==> config.mk <==
export PLATFORM = sky130hd
export DESIGN_NAME = inst_fetch_queue_flat
export DESIGN_NICKNAME = d
export VERILOG_FILES = /design/src/rtl/inst_fetch_queue_if.sv /design/src/rtl/inst_fetch_queue.sv /design/src/flat_wrapper.sv
export SDC_FILE = /design/constraint.sdc
export NUM_CORES = 1
export LEC_CHECK = 0
export ABC_AREA = 1
export BUFFER_PORTS_ARGS = -buffer_cell sky130_fd_sc_hd__buf_2
export CAP_MARGIN = 15
export CORE_UTILIZATION = 62
export DETAILED_ROUTE_END_ITERATION = 10
export HOLD_SLACK_MARGIN = 0.06
export PLACE_DENSITY_LB_ADDON = 0.12
export SLEW_MARGIN = 20
export SYNTH_ARGS = -nofsm -noshare
export SYNTH_HDL_FRONTEND = slang
export SYNTH_SLANG_ARGS = --single-unit
==> constraint.sdc <==
create_clock -name clk_in -period 8.6 [get_ports clk_in]
set_input_delay 2.58 -clock clk_in [delete_from_list [all_inputs] [get_ports clk_in]]
set_output_delay 2.58 -clock clk_in [all_outputs]
set_load 0.01 [all_outputs]
==> src/rtl/inst_fetch_queue_if.sv <==
`timescale 1ns/1ps
// Fetch-queue signal bundle: memory request/response, commit redirect and decoder handshake.
// The master side is the fetch queue; the slave side is the memory controller, commit and decode.
interface inst_fetch_queue_if;
  logic        mem_req_valid;
  logic [31:0] mem_req_addr;
  logic        mem_req_ready;
  logic        mem_resp_valid;
  logic [31:0] mem_resp_data;
  logic        flush_in;
  logic [31:0] flush_pc_in;
  logic        inst_valid_out;
  logic [31:0] inst_out;
  logic [31:0] pc_out;
  logic        inst_ready_in;
  logic        pred_taken_out;

  modport master (
    output mem_req_valid, mem_req_addr,
    input  mem_req_ready, mem_resp_valid, mem_resp_data,
    input  flush_in, flush_pc_in,
    output inst_valid_out, inst_out, pc_out, pred_taken_out,
    input  inst_ready_in
  );

  modport slave (
    input  mem_req_valid, mem_req_addr,
    output mem_req_ready, mem_resp_valid, mem_resp_data,
    output flush_in, flush_pc_in,
    input  inst_valid_out, inst_out, pc_out, pred_taken_out,
    output inst_ready_in
  );
endinterface

==> src/rtl/inst_fetch_queue.sv <==
`timescale 1ns/1ps
// Fetch queue: one-outstanding word reads into an {inst,pc} FIFO feeding decode; PREDECODE_JAL_EN adds JAL prediction.
// Latency: head valid 1 cycle after mem_resp_valid. Backpressure: no request unless a FIFO slot is free; rdy_in low freezes all.
module inst_fetch_queue #(
  parameter int unsigned QUEUE_DEPTH = 4,
  parameter logic [31:0] RESET_PC    = 32'h0
) (
  input  logic               clk_in,
  input  logic               rst_n,
  input  logic               rdy_in,
  inst_fetch_queue_if.master fq
);

  localparam int unsigned   PW      = (QUEUE_DEPTH > 1) ? $clog2(QUEUE_DEPTH) : 1;
  localparam int unsigned   CW      = PW + 1;
  localparam logic [CW-1:0] DEPTH_C = CW'(QUEUE_DEPTH);
  localparam logic [6:0]    OP_JALR = 7'b1100111;
`ifdef PREDECODE_JAL_EN
  localparam logic [6:0]    OP_JAL  = 7'b1101111;
`endif

  typedef enum logic [2:0] {
    S_IDLE,
    S_REQ,
    S_WAIT,
    S_DROP,
    S_HALT
  } state_e;

  typedef struct packed {
    logic [31:0] inst;
    logic [31:0] pc;
    logic        pred;
  } entry_t;

  state_e        state_q, state_d;
  logic [31:0]   pc_q, pc_d;
  logic [PW-1:0] wr_ptr_q, wr_ptr_d;
  logic [PW-1:0] rd_ptr_q, rd_ptr_d;
  logic [CW-1:0] count_q, count_d;
  entry_t        fifo_q [QUEUE_DEPTH];

  logic          flush;
  logic          resp_take;
  logic          push;
  logic          pop;
  logic          is_jalr;
  logic          push_pred;
  logic [31:0]   pc_after;
  entry_t        push_ent;
  entry_t        head_ent;

  assign flush     = rdy_in && fq.flush_in;
  assign resp_take = (state_q == S_WAIT) && fq.mem_resp_valid;
  assign push      = rdy_in && !fq.flush_in && resp_take;
  assign pop       = rdy_in && !fq.flush_in && fq.inst_ready_in && (count_q != '0);
  assign is_jalr   = (fq.mem_resp_data[6:0] == OP_JALR);

`ifdef PREDECODE_JAL_EN
  logic [31:0] jal_imm;
  assign jal_imm   = {{11{fq.mem_resp_data[31]}}, fq.mem_resp_data[31], fq.mem_resp_data[19:12],
                      fq.mem_resp_data[20], fq.mem_resp_data[30:21], 1'b0};
  assign push_pred = (fq.mem_resp_data[6:0] == OP_JAL);
  // A halfword-aligned target still fetches the containing word.
  assign pc_after  = push_pred ? ((pc_q + jal_imm) & 32'hFFFF_FFFC) : (pc_q + 32'd4);
`else
  assign push_pred = 1'b0;
  assign pc_after  = pc_q + 32'd4;
`endif

  assign push_ent = '{inst: fq.mem_resp_data, pc: pc_q, pred: push_pred};
  assign head_ent = fifo_q[rd_ptr_q];

  always_comb begin
    state_d = state_q;
    pc_d    = pc_q;
    if (rdy_in) begin
      if (fq.flush_in) begin
        pc_d = fq.flush_pc_in & 32'hFFFF_FFFC;
        // Any fetch still owed by memory must be swallowed before a new request goes out.
        if ((state_q == S_WAIT || state_q == S_DROP) && !fq.mem_resp_valid) begin
          state_d = S_DROP;
        end else if (state_q == S_REQ && fq.mem_req_ready) begin
          state_d = S_DROP;
        end else begin
          state_d = S_IDLE;
        end
      end else begin
        unique case (state_q)
          S_IDLE: begin
            if (count_q < DEPTH_C) begin
              state_d = S_REQ;
            end
          end
          S_REQ: begin
            if (fq.mem_req_ready) begin
              state_d = S_WAIT;
            end
          end
          S_WAIT: begin
            if (fq.mem_resp_valid) begin
              pc_d    = pc_after;
              state_d = is_jalr ? S_HALT : S_IDLE;
            end
          end
          S_DROP: begin
            if (fq.mem_resp_valid) begin
              state_d = S_IDLE;
            end
          end
          S_HALT: begin
            state_d = S_HALT;
          end
          default: begin
            state_d = S_IDLE;
          end
        endcase
      end
    end
  end

  always_comb begin
    wr_ptr_d = wr_ptr_q;
    rd_ptr_d = rd_ptr_q;
    count_d  = count_q;
    if (flush) begin
      wr_ptr_d = '0;
      rd_ptr_d = '0;
      count_d  = '0;
    end else begin
      if (push) begin
        wr_ptr_d = wr_ptr_q + PW'(1);
      end
      if (pop) begin
        rd_ptr_d = rd_ptr_q + PW'(1);
      end
      unique case ({push, pop})
        2'b10:   count_d = count_q + CW'(1);
        2'b01:   count_d = count_q - CW'(1);
        default: count_d = count_q;
      endcase
    end
  end

  always_ff @(posedge clk_in or negedge rst_n) begin
    if (!rst_n) begin
      state_q  <= S_IDLE;
      pc_q     <= RESET_PC;
      wr_ptr_q <= '0;
      rd_ptr_q <= '0;
      count_q  <= '0;
    end else begin
      state_q  <= state_d;
      pc_q     <= pc_d;
      wr_ptr_q <= wr_ptr_d;
      rd_ptr_q <= rd_ptr_d;
      count_q  <= count_d;
    end
  end

  always_ff @(posedge clk_in) begin
    if (push) begin
      fifo_q[wr_ptr_q] <= push_ent;
    end
  end

  assign fq.mem_req_valid  = (state_q == S_REQ);
  assign fq.mem_req_addr   = fq.mem_req_valid ? pc_q : 32'h0;
  assign fq.inst_valid_out = (count_q != '0);
  assign fq.inst_out       = fq.inst_valid_out ? head_ent.inst : 32'h0;
  assign fq.pc_out         = fq.inst_valid_out ? head_ent.pc : 32'h0;
  assign fq.pred_taken_out = fq.inst_valid_out && head_ent.pred;

endmodule

==> src/flat_wrapper.sv <==
// flat-port wrapper written by rule: the top's interface ports become plain ports
module inst_fetch_queue_flat 
#(
  parameter int unsigned QUEUE_DEPTH = 4,
  parameter logic [31:0] RESET_PC    = 32'h0
)
  (clk_in, rst_n, rdy_in, fq_mem_req_valid, fq_mem_req_addr, fq_mem_req_ready, fq_mem_resp_valid, fq_mem_resp_data, fq_flush_in, fq_flush_pc_in, fq_inst_valid_out, fq_inst_out, fq_pc_out, fq_pred_taken_out, fq_inst_ready_in);
  inst_fetch_queue_if fq_i ();
  input  logic clk_in;
  input  logic rst_n;
  input  logic rdy_in;
  output wire logic [$bits(fq_i.mem_req_valid)-1:0] fq_mem_req_valid;
  output wire logic [$bits(fq_i.mem_req_addr)-1:0] fq_mem_req_addr;
  input wire logic [$bits(fq_i.mem_req_ready)-1:0] fq_mem_req_ready;
  input wire logic [$bits(fq_i.mem_resp_valid)-1:0] fq_mem_resp_valid;
  input wire logic [$bits(fq_i.mem_resp_data)-1:0] fq_mem_resp_data;
  input wire logic [$bits(fq_i.flush_in)-1:0] fq_flush_in;
  input wire logic [$bits(fq_i.flush_pc_in)-1:0] fq_flush_pc_in;
  output wire logic [$bits(fq_i.inst_valid_out)-1:0] fq_inst_valid_out;
  output wire logic [$bits(fq_i.inst_out)-1:0] fq_inst_out;
  output wire logic [$bits(fq_i.pc_out)-1:0] fq_pc_out;
  output wire logic [$bits(fq_i.pred_taken_out)-1:0] fq_pred_taken_out;
  input wire logic [$bits(fq_i.inst_ready_in)-1:0] fq_inst_ready_in;
  assign fq_mem_req_valid = fq_i.mem_req_valid;
  assign fq_mem_req_addr = fq_i.mem_req_addr;
  assign fq_i.mem_req_ready = fq_mem_req_ready;
  assign fq_i.mem_resp_valid = fq_mem_resp_valid;
  assign fq_i.mem_resp_data = fq_mem_resp_data;
  assign fq_i.flush_in = fq_flush_in;
  assign fq_i.flush_pc_in = fq_flush_pc_in;
  assign fq_inst_valid_out = fq_i.inst_valid_out;
  assign fq_inst_out = fq_i.inst_out;
  assign fq_pc_out = fq_i.pc_out;
  assign fq_pred_taken_out = fq_i.pred_taken_out;
  assign fq_i.inst_ready_in = fq_inst_ready_in;
  inst_fetch_queue #(.QUEUE_DEPTH(QUEUE_DEPTH), .RESET_PC(RESET_PC)) u_core (.clk_in(clk_in), .rst_n(rst_n), .rdy_in(rdy_in), .fq(fq_i));
endmodule
==> run summary <==
Global-route wire length before repair: 45500 µm
DR WL/cell: 17.1 µm
Hold Crit Depth: 3
Vias per cell: 5.54
Async set-reset flop share out of synthesis: 13.9%
Vias: 9310
Non-Filler Instances: 1682
Drt first-iter violations: 782
CTS sink cnt: 288
DRT Pass-1 Iters: 7
Synth Instances: 1248
Final #Nets: 1467
Fraction of synthesized cell area in xor and xnor cells: 0.207%
Netlist cell types: 37
Maximum vdd drop: 0.000175 V
P per Cell Area: 259 nW/µm²
Hold_sp: u_core.count_q[0]
Worst R2R Start: u_core.state_q[0]
Hold Crit Class: reg2reg
Adder-Cell Fraction of Synth Area: 0.747%
Final ANT Viol Nets: 0
Most frequent cells in the layout: nor2_1, edfxtp_1, buf_2
CP max FO: 71
Die area: 21100 µm²
Die Width: 145 µm
Clock Path Buffers: 3
Synth Cell Area: 12700 µm²
Crit. End Element: output pin
Register area share after synthesis: 66.4%
Post-CTS Hold Fix Bufs: 0
Input/output buffers: 162
Fmax achieved: 0.164 GHz
CTS tree: yes
R2R depth: 6
Routability cong.: 0.872
Final worst setup slack: 2.51 ns
Initial Utilization: 63.1%
Vias in the first global route: 8837
Num rows: 52
Crit Path Class: reg2out
WHS Endpoint: u_core.count_q[0]
TritonCTS Buffers: 29
Count of final setup violators: 0
GRT Max-Usage Layer: met2
Worst R2R End: u_core.fifo_q[1][26]
Post-synth EDFFs: 248
Ys Warns: 0
Unrepaired setup endpoints after global routing: no
Core area: 20200 µm²
Clock Latency Late Sink: 0.54 ns
Simple-Gate Fraction of Synth Area: 18.2%
Hpwl dp: 16700 µm
Synth Register Bits: 288
Clk slew on worst S/H paths: 0.06 ns
Total GRT Usage: 27.4%
Share of layout cells above drive strength 1: 17.6%
Multiplexer share of the synthesized area: 0%
Syn Area/Cell: 10.2 µm²
Max_slew headroom: 29.1%
Post-CTS setup buffer count: 0
Total of max-cap violations: 0
Tcrit/Tclk final: 70.8%
Most common cell after layout, fill and taps aside: nor2_1
Status: finished, final reports clean
Grt total ovfl: 0
WL final: 28800 µm
Largest family of logic cells by synthesized area: simple AND/OR/NAND/NOR gates
Post-CTS sizing: 0
Fin. max-slew vios: 0
Root Buffer: clkbuf_16
Worst Path Arrival: 3.51 ns
Grt met3 use: 3.43%
Die height: 145 µm
DRC: 0
H-tree depth: 1
Grt met2 use: 45.9%
Compound-Gate Fraction of Synth Area: 9.58%
Pre-CTS setup slack: 3.09 ns
Layout area overhead: 15.4%
ANT cells: 0
Worst hold slack: 0.596 ns
Design Power: 3.80 mW
Setup clock skew after layout: 0.00943 ns
Cell leakage power: 5.83 nW
Fin. Hold Viols: 0
Min Tclk post-route: 6.09 ns
Initial antenna violation count: 0
Placed Cells: 1627
Setup TNS: 0 ns
Met1 Use GR: 37.8%
Startpoint types: flip-flop
I/O pin cnt: 170
Req. time, crit path: 6.02 ns
Largest net degree at the start of global routing: 72
Reg2Reg Setup Slack: 5.59 ns
Slew @ Worst Pin: 1.06 ns
Ys flop type: edfxtp_1
==> cell usage after synthesis, types with 3 or more instances <==
master | number | area share, %
a21oi_1 | 74 | 2.9
nor2_4 | 3 | 0.27
nand4_1 | 4 | 0.20
clkbuf_2 | 5 | 0.20
inv_2 | 7 | 0.21
nand2_1 | 145 | 4.3
o22ai_1 | 3 | 0.15
o21ai_1 | 3 | 0.12
clkbuf_1 | 27 | 0.80
o21ai_0 | 154 | 6.1
nand2_2 | 4 | 0.20
inv_1 | 61 | 1.8
nor2_2 | 6 | 0.30
a22oi_1 | 3 | 0.18
nor2_1 | 356 | 11
edfxtp_1 | 248 | 59
buf_2 | 20 | 0.79
dfrtp_1 | 40 | 7.9
buf_4 | 9 | 0.53
buf_6 | 4 | 0.35
ha_1 | 6 | 0.59
nand3_1 | 45 | 1.8
==> worst max path at each step <==
stage | end | start | cells past startpoint
floorplan | u_core.fifo_q[0][10] | fq_flush_in | 4
global placement | fq_pc_out[12] | u_core.rd_ptr_q[0] | 5
detailed placement | fq_pc_out[12] | u_core.rd_ptr_q[0] | 5
CTS | fq_pc_out[12] | u_core.rd_ptr_q[0] | 5
global route | fq_pc_out[14] | u_core.rd_ptr_q[0] | 5
finish | fq_pc_out[12] | u_core.rd_ptr_q[0] | 5
==> flip-flops by register name, summed over array words and instances, names as in the netlist <==
signal           count
u_core.rd_ptr_q      2
u_core.state_q       3
u_core.pc_q         30
u_core.count_q       3
u_core.fifo_q      248
u_core.wr_ptr_q      2
==> layout make-up <==
type | instances | area, µm²
repair buffers | 174 | 921
clock inverters | 10 | 183
clock buffers | 44 | 822
multi-input cells | 828 | 3700
well taps | 270 | 338
fillers | 1450 | 5490
flip-flops and latches | 288 | 8450
inverters | 68 | 255
==> per-layer routing <==
| metal | vias to the layer above | share of wire (%) |
|---|---|---|
| li1 | 4488 | - |
| met1 | 4394 | 41 |
| met2 | 389 | 50 |
| met3 | 39 | 7.2 |
| met4 | 0 | 2.0 |
| met5 | - | 0 |
==> worst max-delay path: stages, from the launching register on <==
cell	delay, ns
dfrtp_4	0.78
inv_2	0.79
buf_4	0.63
o21ai_0	0.19
a21oi_1	0.34
buf_2	0.20
==> kinds of logic after synthesis <==
group | after synthesis
AND/OR/NAND/NOR | 573
adder cells (fa/ha/maj) | 7
flip-flops | 288
other | 1
buffers and inverters | 136
XOR/XNOR | 3
AO/OA/AOI/OAI | 240
==> report_power, final <==
| part | total, mW | internal (mW) | switching [mW] |
|---|---|---|---|
| registers | 1.77 | 1.63 | 0.143 |
| clock network | 1.31 | 0.808 | 0.498 |
| logic | 0.724 | 0.234 | 0.490 |
==> through the flow <==
stage | area [µm²] | util (%)
final | 14700 | 72.8
after global routing | 14700 | 72.8
after CTS | 14600 | 72.6
after detailed placement | 13600 | 67.6
after global placement | 13600 | 67.6
after floorplan | 12700 | -
No activity file was read; power rests on OpenSTA's default activity.
